--- src/rtl/rx_symbol_aligner.sv ---
// Word aligner between the deserializer and the PCS: finds K28.5 at any of the ten bit
// offsets, acquires symbol lock after repeated same-offset commas, and emits realigned symbols.
module rx_symbol_aligner #(
  parameter int unsigned LOCK_CNT   = 3,
  parameter int unsigned UNLOCK_CNT = 4
) (
  input  logic       CLK,
  input  logic       Rst,
  input  logic [9:0] Data_in,
  input  logic       Data_valid,
  output logic [9:0] Data_out,
  output logic       Data_out_valid,
  output logic       Symbol_lock,
  output logic       Comma_det,
  output logic [3:0] Align_offset
);

  localparam logic [9:0] CommaNeg = 10'h0FA;
  localparam logic [9:0] CommaPos = 10'h305;
  localparam logic [2:0] LockTh   = 3'(LOCK_CNT);
  localparam logic [2:0] UnlockTh = 3'(UNLOCK_CNT);

  typedef enum logic [1:0] {StUnlocked, StCheck, StLocked} state_e;

  state_e      state_q, state_d;
  logic [2:0]  cnt_q, cnt_d;
  logic [3:0]  off_q, off_d;
  logic [9:0]  prev_q;
  logic        prev_ok_q;
  logic [9:0]  data_out_q;
  logic        data_out_valid_q;
  logic        symbol_lock_q;
  logic        comma_det_q;

  logic [19:0] window;
  logic [9:0]  cand [10];
  logic [9:0]  hits;
  logic        hit_any;
  logic        hit_cur;
  logic [3:0]  hit_k;
  logic [2:0]  cnt_inc;
  logic [9:0]  cand_next;
  logic        out_valid_d;

  // window[19] is the earliest bit; offset k selects window[19-k -: 10]
  assign window = {prev_q, Data_in};

  always_comb begin
    for (int k = 0; k < 10; k++) begin
      cand[k] = 10'(window >> (10 - k));
      hits[k] = prev_ok_q && ((cand[k] == CommaNeg) || (cand[k] == CommaPos));
    end
  end

  // Scan downwards so the lowest matching offset wins
  always_comb begin
    hit_k = 4'd0;
    for (int k = 9; k >= 0; k--) begin
      if (hits[k]) hit_k = 4'(k);
    end
  end

  assign hit_any = |hits;
  assign hit_cur = hits[off_q];
  assign cnt_inc = cnt_q + 3'd1;

  always_comb begin
    state_d = state_q;
    cnt_d   = cnt_q;
    off_d   = off_q;
    if (Data_valid) begin
      unique case (state_q)
        StUnlocked: begin
          if (hit_any) begin
            off_d = hit_k;
            if (LOCK_CNT == 1) begin
              state_d = StLocked;
              cnt_d   = 3'd0;
            end else begin
              state_d = StCheck;
              cnt_d   = 3'd1;
            end
          end
        end
        StCheck: begin
          if (hit_cur) begin
            if (cnt_inc == LockTh) begin
              state_d = StLocked;
              cnt_d   = 3'd0;
            end else begin
              cnt_d = cnt_inc;
            end
          end else if (hit_any) begin
            off_d = hit_k;
            cnt_d = 3'd1;
          end
        end
        StLocked: begin
          // An aligned comma forgives any misaligned ones seen so far
          if (hit_cur) begin
            cnt_d = 3'd0;
          end else if (hit_any) begin
            if (cnt_inc == UnlockTh) begin
              state_d = StUnlocked;
              cnt_d   = 3'd0;
            end else begin
              cnt_d = cnt_inc;
            end
          end
        end
        default: state_d = StUnlocked;
      endcase
    end
  end

  assign cand_next   = cand[off_d];
  assign out_valid_d = Data_valid && (state_d == StLocked);

  always_ff @(posedge CLK) begin
    if (Rst) begin
      state_q          <= StUnlocked;
      cnt_q            <= 3'd0;
      off_q            <= 4'd0;
      prev_q           <= 10'd0;
      prev_ok_q        <= 1'b0;
      data_out_q       <= 10'd0;
      data_out_valid_q <= 1'b0;
      symbol_lock_q    <= 1'b0;
      comma_det_q      <= 1'b0;
    end else begin
      state_q          <= state_d;
      cnt_q            <= cnt_d;
      off_q            <= off_d;
      symbol_lock_q    <= (state_d == StLocked);
      data_out_valid_q <= out_valid_d;
      comma_det_q      <= out_valid_d && ((cand_next == CommaNeg) || (cand_next == CommaPos));
      if (Data_valid) begin
        prev_q     <= Data_in;
        prev_ok_q  <= 1'b1;
        data_out_q <= cand_next;
      end
    end
  end

  assign Data_out       = data_out_q;
  assign Data_out_valid = data_out_valid_q;
  assign Symbol_lock    = symbol_lock_q;
  assign Comma_det      = comma_det_q;
  assign Align_offset   = off_q;

endmodule
--- config.mk ---
export PLATFORM = sky130hd
export DESIGN_NAME = rx_symbol_aligner
export DESIGN_NICKNAME = d
export VERILOG_FILES = /design/src/rtl/rx_symbol_aligner.sv
export SDC_FILE = /design/constraint.sdc
export NUM_CORES = 1
export LEC_CHECK = 0
export ABC_AREA = 1
export ABC_CLOCK_PERIOD_IN_PS = 7510
export CORE_MARGIN = 2
export CORE_UTILIZATION = 58
export DETAILED_ROUTE_END_ITERATION = 16
export PLACE_DENSITY = 0.79
export SKIP_LAST_GASP = 1
export SLEW_MARGIN = 20
export SYNTH_ARGS = -nofsm -noshare
export SYNTH_HDL_FRONTEND = slang
export SYNTH_SLANG_ARGS = --single-unit
--- constraint.sdc ---
create_clock -name CLK -period 7.51 [get_ports CLK]
set_clock_uncertainty 0.2 [all_clocks]
set_input_delay 1.502 -clock CLK [delete_from_list [all_inputs] [get_ports CLK]]
set_output_delay 1.502 -clock CLK [all_outputs]
set_load 0.02 [all_outputs]
==> flow_summary_export.csv, run 1 <==
group,metric,value,unit
run_status,outcome,"finished clean",
critical_path,timing.rr.start,"prev_q[1]$_SDFFE_PP0P_",
timing,finalHoldViolCount,0,
synth,ys_ff_latch,33,
route,drtAntennaViolNets,0,
pwr,total_power,546,uW
synth,synth_compound_area_share,11.7,%
clock_network,htree_num_levels,2,
timing,tightest_slew,0.699,ns
floorplanning,die_w,80.0,um
floorplanning,core,0.00554,sq mm
placement,dp_slack,1.97,ns
timing,rsz0062_at_grt,"false",
critical_path,critPathCaptureType,"flop",
synth,seq_area_frac_synth,19.7,%
critical_path,rrSetupSlack,3.42,ns
floorplanning,ios,30,
critical_path,cpMaxStageDelayCell,"clkdlybuf4s50_1",
placement,gp_congestion,1.01,
global_route,grt_start_max_net_pins,38,
global_route,grt_pass1_vias,3777,
critical_path,critical_path.max_stage_delay,0.58,ns
clock_network,clockBufferDepth,2,
clock_network,cts_resized,0,
critical_path,startpoint,"Data_in[9]",
critical_path,required,7.54,ns
clock_network,cts_tree,"yes",
route,wl_per_cell,14.2,um
finish,syn_to_final_growth,10.7,%
clock_network,root_buffer,"clkbuf_8",
finish,nets,643,
global_route,grt.overflow.total,0,
critical_path,critPathArrivalTime,5.35,ns
worst_hold_path,hp-class,"flop to flop",
synth,netlist_instances,608,
synth,synth_top_family_by_area,"simple AND/OR/NAND/NOR gates",
route,drt-vias-per-instance,5.82,
timing,finalMaxSlewViolations,0,
critical_path,crit_path_frequent_cell,"nand2_1",
critical_path,r2r_cells,24,
synth,synthAdderAreaFrac,2.99,%
global_route,grt.total_usage,33.0,%
synth,syn-num-nets,629,
pwr,ir_worst_vdd,0.139,mV
route,drc,0,
critical_path,criticalPathCategory,"input port to flop",
synth,synth_xor_area_share,0,%
run,maxCapViolations,0,
finish,fillers,532,
critical_path,cp_num_buf_inv,5,
timing,whs,0.293,ns
floorplanning,die_h,80.0,um
clock_network,clk_pin_slew,0.07,ns
pwr,p_per_area,147,mW/mm^2
clock_network,clock_sinks,33,
timing,setup_tns,0,ns
floorplanning,die_area,0.00639,sq mm
pwr,p_leak,1.85,nW
floorplanning,num_rows,27,
clock_network,cts_setup_buffers,0,
finish,layout-drive-gt1-share,5.30,%
finish,diodes,0,
timing,setup_viol,0,
clock_network,insertion_delay,0.29,ns
timing,max_freq,0.188,GHz
placement,dp_hpwl,7.46,mm
synth,synthMuxAreaShare,0,%
global_route,antenna_found_initial,0,
synth,synth_area,0.00335,sq mm
timing,min_period_over_period,70.9,%
synth,synth_cell_types,36,
critical_path,cp-start-kind,"input port",
floorplanning,initial_core_util,60.4,%
route,vias,4047,
clock_network,holdBufCountCts,0,
synth,yosys_warnings,0,
critical_path,crit_end,"Comma_det$_SDFF_PP0_",
synth,synthSimpleGateAreaFrac,52.8,%
critical_path,cp_top_family,"simple AND/OR/NAND/NOR gates",
placement,io_buffers,29,
critical_path,critPathMaxFanout,13,
synth,avgSynthCellArea,5.50,sq um
critical_path,rr_endpoint,"Comma_det$_SDFF_PP0_",
clock_network,cts_made_buffers,5,
critical_path,crit_cells,25,
timing,finalCriticalPeriod,5.33,ns
route,firstDrtPassIters,6,
global_route,grt_pass1_wl,17.0,mm
timing,max_slew_margin,53.2,%
route,drt-initial-drc-count,444,
route,wl,9.87,mm
timing,fin_ws,2.18,ns
synthesized netlist by cell type (all sizes together):
library cell / count / area share (%)
inv: 72 / 8.1
clkbuf: 12 / 1.5
ha: 8 / 3.0
nand2: 168 / 19
clkinv: 2 / 0.22
and2: 1 / 0.19
nor3: 6 / 0.90
o41ai: 1 / 0.26
a211oi: 1 / 0.22
nand4: 12 / 2.2
a31oi: 2 / 0.37
a41oi: 1 / 0.26
a21boi: 1 / 0.22
buf: 11 / 2.9
dfxtp: 33 / 20
o21a: 1 / 0.22
a21oi: 21 / 3.3
nand3: 114 / 18
nor2: 96 / 11
nand3b: 5 / 1.1
a22oi: 1 / 0.22
o2111ai: 2 / 0.52
o21ai: 29 / 4.3
o311ai: 1 / 0.26
o211ai: 7 / 1.6
logic make-up after synthesis:
logic type,Yosys count
buf+inv,97
simple gates,402
compound gates,68
flops,33
fa+ha+maj,8
routing by layer:
metal / global-route usage (%) / wire length, um / part of all wire (%)
met3: 5.20 / 915 / 9.3
met5: 0 / 0 / 0
met4: 10.8 / 230 / 2.3
met2: 53.7 / 4360 / 44
met1: 44.6 / 4360 / 44
cell usage in the layout (no fill, tap or decap), types with 4 or more instances in the layout:
cell	netlist	routed
nand2_1	162	162
nand3_1	109	109
nor2_1	92	92
inv_1	63	63
dfxtp_1	33	33
o21ai_0	29	29
clkdlybuf4s50_1	0	29
a21oi_1	20	20
nand4_1	12	12
inv_2	9	9
ha_1	8	8
o211ai_1	7	7
nand2_2	6	6
nor3_1	6	6
clkbuf_8	0	6
nand3b_1	5	5
nor2_2	4	4
nand3_2	4	4
area by class of cell:
| type | instances | area (sq um) | share of cell area [%] |
|---|---|---|---|
| Multi-Input combinational cell | 478 | 2260 | 61.0 |
| Sequential cell | 33 | 661 | 17.8 |
| Timing Repair Buffer | 30 | 298 | 8.04 |
| Inverter | 74 | 278 | 7.50 |
| Tap cell | 72 | 90.1 | 2.43 |
| Clock buffer | 7 | 86.3 | 2.33 |
| Clock inverter | 1 | 30.0 | 0.811 |
worst min path at each step:
stage	startpoint	to	slack, ns	depth (start not counted)
2_1_floorplan	cnt_q[2]$_SDFFE_PP0P_	cnt_q[2]$_SDFFE_PP0P_	0.26	2
3_3_place_gp	Data_out[8]$_SDFFE_PP0P_	Data_out[8]$_SDFFE_PP0P_	0.26	2
3_5_place_dp	Data_out[2]$_SDFFE_PP0P_	Data_out[2]$_SDFFE_PP0P_	0.27	2
4_1_cts	Data_out[2]$_SDFFE_PP0P_	Data_out[2]$_SDFFE_PP0P_	0.30	2
5_1_grt	cnt_q[2]$_SDFFE_PP0P_	cnt_q[2]$_SDFFE_PP0P_	0.31	2
6_report	Data_out[2]$_SDFFE_PP0P_	Data_out[2]$_SDFFE_PP0P_	0.29	2
metrics by stage:
step                      instance area, sq um  util, %  instances
after detailed placement                  3590     64.7        687
after floorplan                           3350        -        608
after global routing                      3700     66.8        695
after CTS                                 3700     66.8        695
final                                     3700     66.8        695
after global placement                    3590     64.7        687
worst min-delay path: cells and delay by family (launching register included):
family,cells,cell delay (ns)
AOI/OAI and AO/OA,1,0.08
buffers and inverters,1,0.05
DFF,1,0.34
flip-flops by register name, indices dropped and copies added, names as in the netlist:
register        count
Data_out_valid      1
Symbol_lock         1
state_q             2
cnt_q               3
prev_q             10
Align_offset        4
Comma_det           1
prev_ok_q           1
Data_out           10
where the power goes:
part / switching, mW / internal (mW)
combinational: 0.112 / 0.0551
clock: 0.0700 / 0.108
sequential: 0.0153 / 0.186
(Power assumes the default switching activity.)
==> run 2: changes to the inputs <==
--- a/config.mk
+++ b/config.mk
@@ -6,11 +6,11 @@
 export NUM_CORES = 1
 export LEC_CHECK = 0
 export ABC_AREA = 1
-export ABC_CLOCK_PERIOD_IN_PS = 7510
+export ABC_CLOCK_PERIOD_IN_PS = 4400
 export CORE_MARGIN = 2
-export CORE_UTILIZATION = 58
+export CORE_UTILIZATION = 53
 export DETAILED_ROUTE_END_ITERATION = 16
-export PLACE_DENSITY = 0.79
+export PLACE_DENSITY = 0.76
 export SKIP_LAST_GASP = 1
 export SLEW_MARGIN = 20
 export SYNTH_ARGS = -nofsm -noshare
==> constraint.sdc (replaced) <==
create_clock -name CLK -period 4.4 [get_ports CLK]
set_clock_uncertainty 0.2 [all_clocks]
set_input_delay 0.88 -clock CLK [delete_from_list [all_inputs] [get_ports CLK]]
set_output_delay 0.88 -clock CLK [all_outputs]
set_load 0.02 [all_outputs]
==> flow_summary_export.csv, run 2 (synthesis results as in run 1) <==
group,metric,value,unit
critical_path,criticalPathCategory,"input port to flop",
critical_path,cpMaxStageDelayCell,"clkdlybuf4s50_1",
route,drc,0,
timing,min_period_over_period,90.8,%
run_status,outcome,"finished clean",
global_route,grt.total_usage,29.5,%
global_route,grt_pass1_vias,3648,
global_route,grt_start_max_net_pins,37,
clock_network,clock_sinks,33,
timing,finalHoldViolCount,0,
floorplanning,die_w,83.5,um
route,vias,4067,
clock_network,htree_num_levels,2,
finish,diodes,0,
placement,placed_cell_area,0.00369,sq mm
run,maxCapViolations,0,
timing,rsz0062_at_grt,"false",
finish,final_cells,709,
clock_network,clockBufferDepth,2,
critical_path,crit_path_frequent_cell,"nand2_1",
critical_path,critPathMaxFanout,9,
critical_path,critical_path.max_stage_delay,0.59,ns
floorplanning,die_area,0.00696,sq mm
timing,setup_tns,0,ns
critical_path,critPathArrivalTime,4.03,ns
floorplanning,core,0.00603,sq mm
worst_hold_path,hp-class,"flop to flop",
pwr,p_per_area,250,mW/mm^2
timing,setup_viol,0,
critical_path,cp-start-kind,"input port",
global_route,grt_pass1_wl,17.3,mm
pwr,ir_worst_vdd,0.218,mV
timing,fin_ws,0.405,ns
placement,place_inst,701,
critical_path,cp_top_family,"simple AND/OR/NAND/NOR gates",
route,firstDrtPassIters,7,
clock_network,cts_setup_buffers,0,
clock_network,root_buffer,"clkbuf_8",
finish,final_area,0.00381,sq mm
clock_network,holdBufCountCts,0,
placement,gp_congestion,1.09,
global_route,grt.overflow.total,0,
placement,dp_slack,0.0955,ns
route,drt-vias-per-instance,5.74,
route,wl_per_cell,14.3,um
clock_network,clk_pin_slew,0.07,ns
finish,layout-drive-gt1-share,6.94,%
finish,syn_to_final_growth,13.9,%
global_route,antenna_found_initial,0,
critical_path,required,4.43,ns
route,drtAntennaViolNets,0,
floorplanning,initial_core_util,55.5,%
timing,max_freq,0.250,GHz
finish,layout_commonest_cell,"nand2_1",
route,drt-initial-drc-count,378,
clock_network,insertion_delay,0.29,ns
placement,dp_hpwl,7.73,mm
clock_network,cts_made_buffers,5,
pwr,p_leak,1.92,nW
floorplanning,die_h,83.5,um
critical_path,cp_num_buf_inv,3,
timing,tightest_slew,0.707,ns
critical_path,critPathCaptureType,"flop",
route,wl,10.1,mm
timing,finalCriticalPeriod,4.00,ns
finish,nets,654,
timing,finalMaxSlewViolations,0,
clock_network,cts_tree,"yes",
timing,max_slew_margin,52.8,%
floorplanning,ios,30,
placement,io_buffers,29,
finish,layout_common_cells,"162 x nand2_1, 109 x nand3_1, 92 x nor2_1",
floorplanning,num_rows,28,
[run 2: cell types whose count changed in the layout (fill, tap and decap cells not counted)]
cell             delta
buf_4              +10
buf_12              +1
clkdlybuf4s50_1     -1
dlymetal6s2s_1      +1
nor2_2              -1
nor2_4              +1
[run 2: metal layers]
| layer | vias to the layer above | wire [um] | GRT usage (%) |
|---|---|---|---|
| met2 | 183 | 4580 | 47.7 |
| li1 | 2038 | - | - |
| met3 | 17 | 772 | 4.75 |
| met5 | - | 0 | 0 |
| met1 | 1829 | 4630 | 40.4 |
| met4 | 0 | 159 | 9.38 |
[run 2: area by class of cell]
| class | instances | area [sq um] |
|---|---|---|
| multi-input cells | 478 | 2270 |
| repair buffers | 41 | 395 |
| inverters | 74 | 278 |
| fillers | 603 | 2220 |
| clock buffers | 7 | 86.3 |
| flip-flops and latches | 33 | 661 |
| well taps | 75 | 93.8 |
| clock inverters | 1 | 30.0 |
[run 2: worst paths after layout]
kind                                  from                  endpoint  slack, ns  cells past startpoint
hold / removal    Data_out[2]$_SDFFE_PP0P_  Data_out[2]$_SDFFE_PP0P_       0.29                      2
setup / recovery                Data_in[8]      Comma_det$_SDFF_PP0_       0.40                     28
setup reg to reg    prev_q[2]$_SDFFE_PP0P_      Comma_det$_SDFF_PP0_       0.87                     27
hold reg to reg   Data_out[2]$_SDFFE_PP0P_  Data_out[2]$_SDFFE_PP0P_       0.29                      2
[run 2: power by group]
part	internal (mW)	switching (mW)	leakage, nW
registers	0.317	0.0264	0.272
clock network	0.185	0.125	0.0585
logic	0.105	0.193	1.59
[run 2: per-stage QoR]
step | utilization, % | power (mW) | hold slack [ns]
finish | 63.2 | 0.951 | 0.287
global route | 63.2 | 1.01 | 0.331
CTS | 63.1 | 0.948 | 0.296
detailed placement | 61.2 | 0.640 | 0.273
global placement | 61.2 | 0.636 | 0.262
floorplan | - | 0.551 | 0.263
[run 2: what timing repair did]
item | CTS | global route
gates resized for setup | 0 | 2
hold endpoints to repair | 0 | 0
setup endpoints to repair | 0 | 1
[run 2: worst register-to-register path, stage by stage, from the launching register on]
cell and delay, ns:
dfxtp_1 0.66, inv_2 0.15, nand2_1 0.16, nor2_1 0.09, nand3_1 0.08, nand2_1 0.05
nand2_1 0.05, nand2_1 0.07, nor2_2 0.19, nand3_4 0.16, nand2_2 0.11, nand2_1 0.07
nand3_2 0.06, nand3_2 0.06, nand2_2 0.12, nand2_2 0.08, buf_4 0.18, nand2_1 0.10
nand3_1 0.10, nand2_1 0.07, nand2_1 0.05, nand2_1 0.05, nand2_1 0.05, nand2_1 0.15
nand4_1 0.13, nor2_1 0.12, nor2_1 0.05, nor2_1 0.07
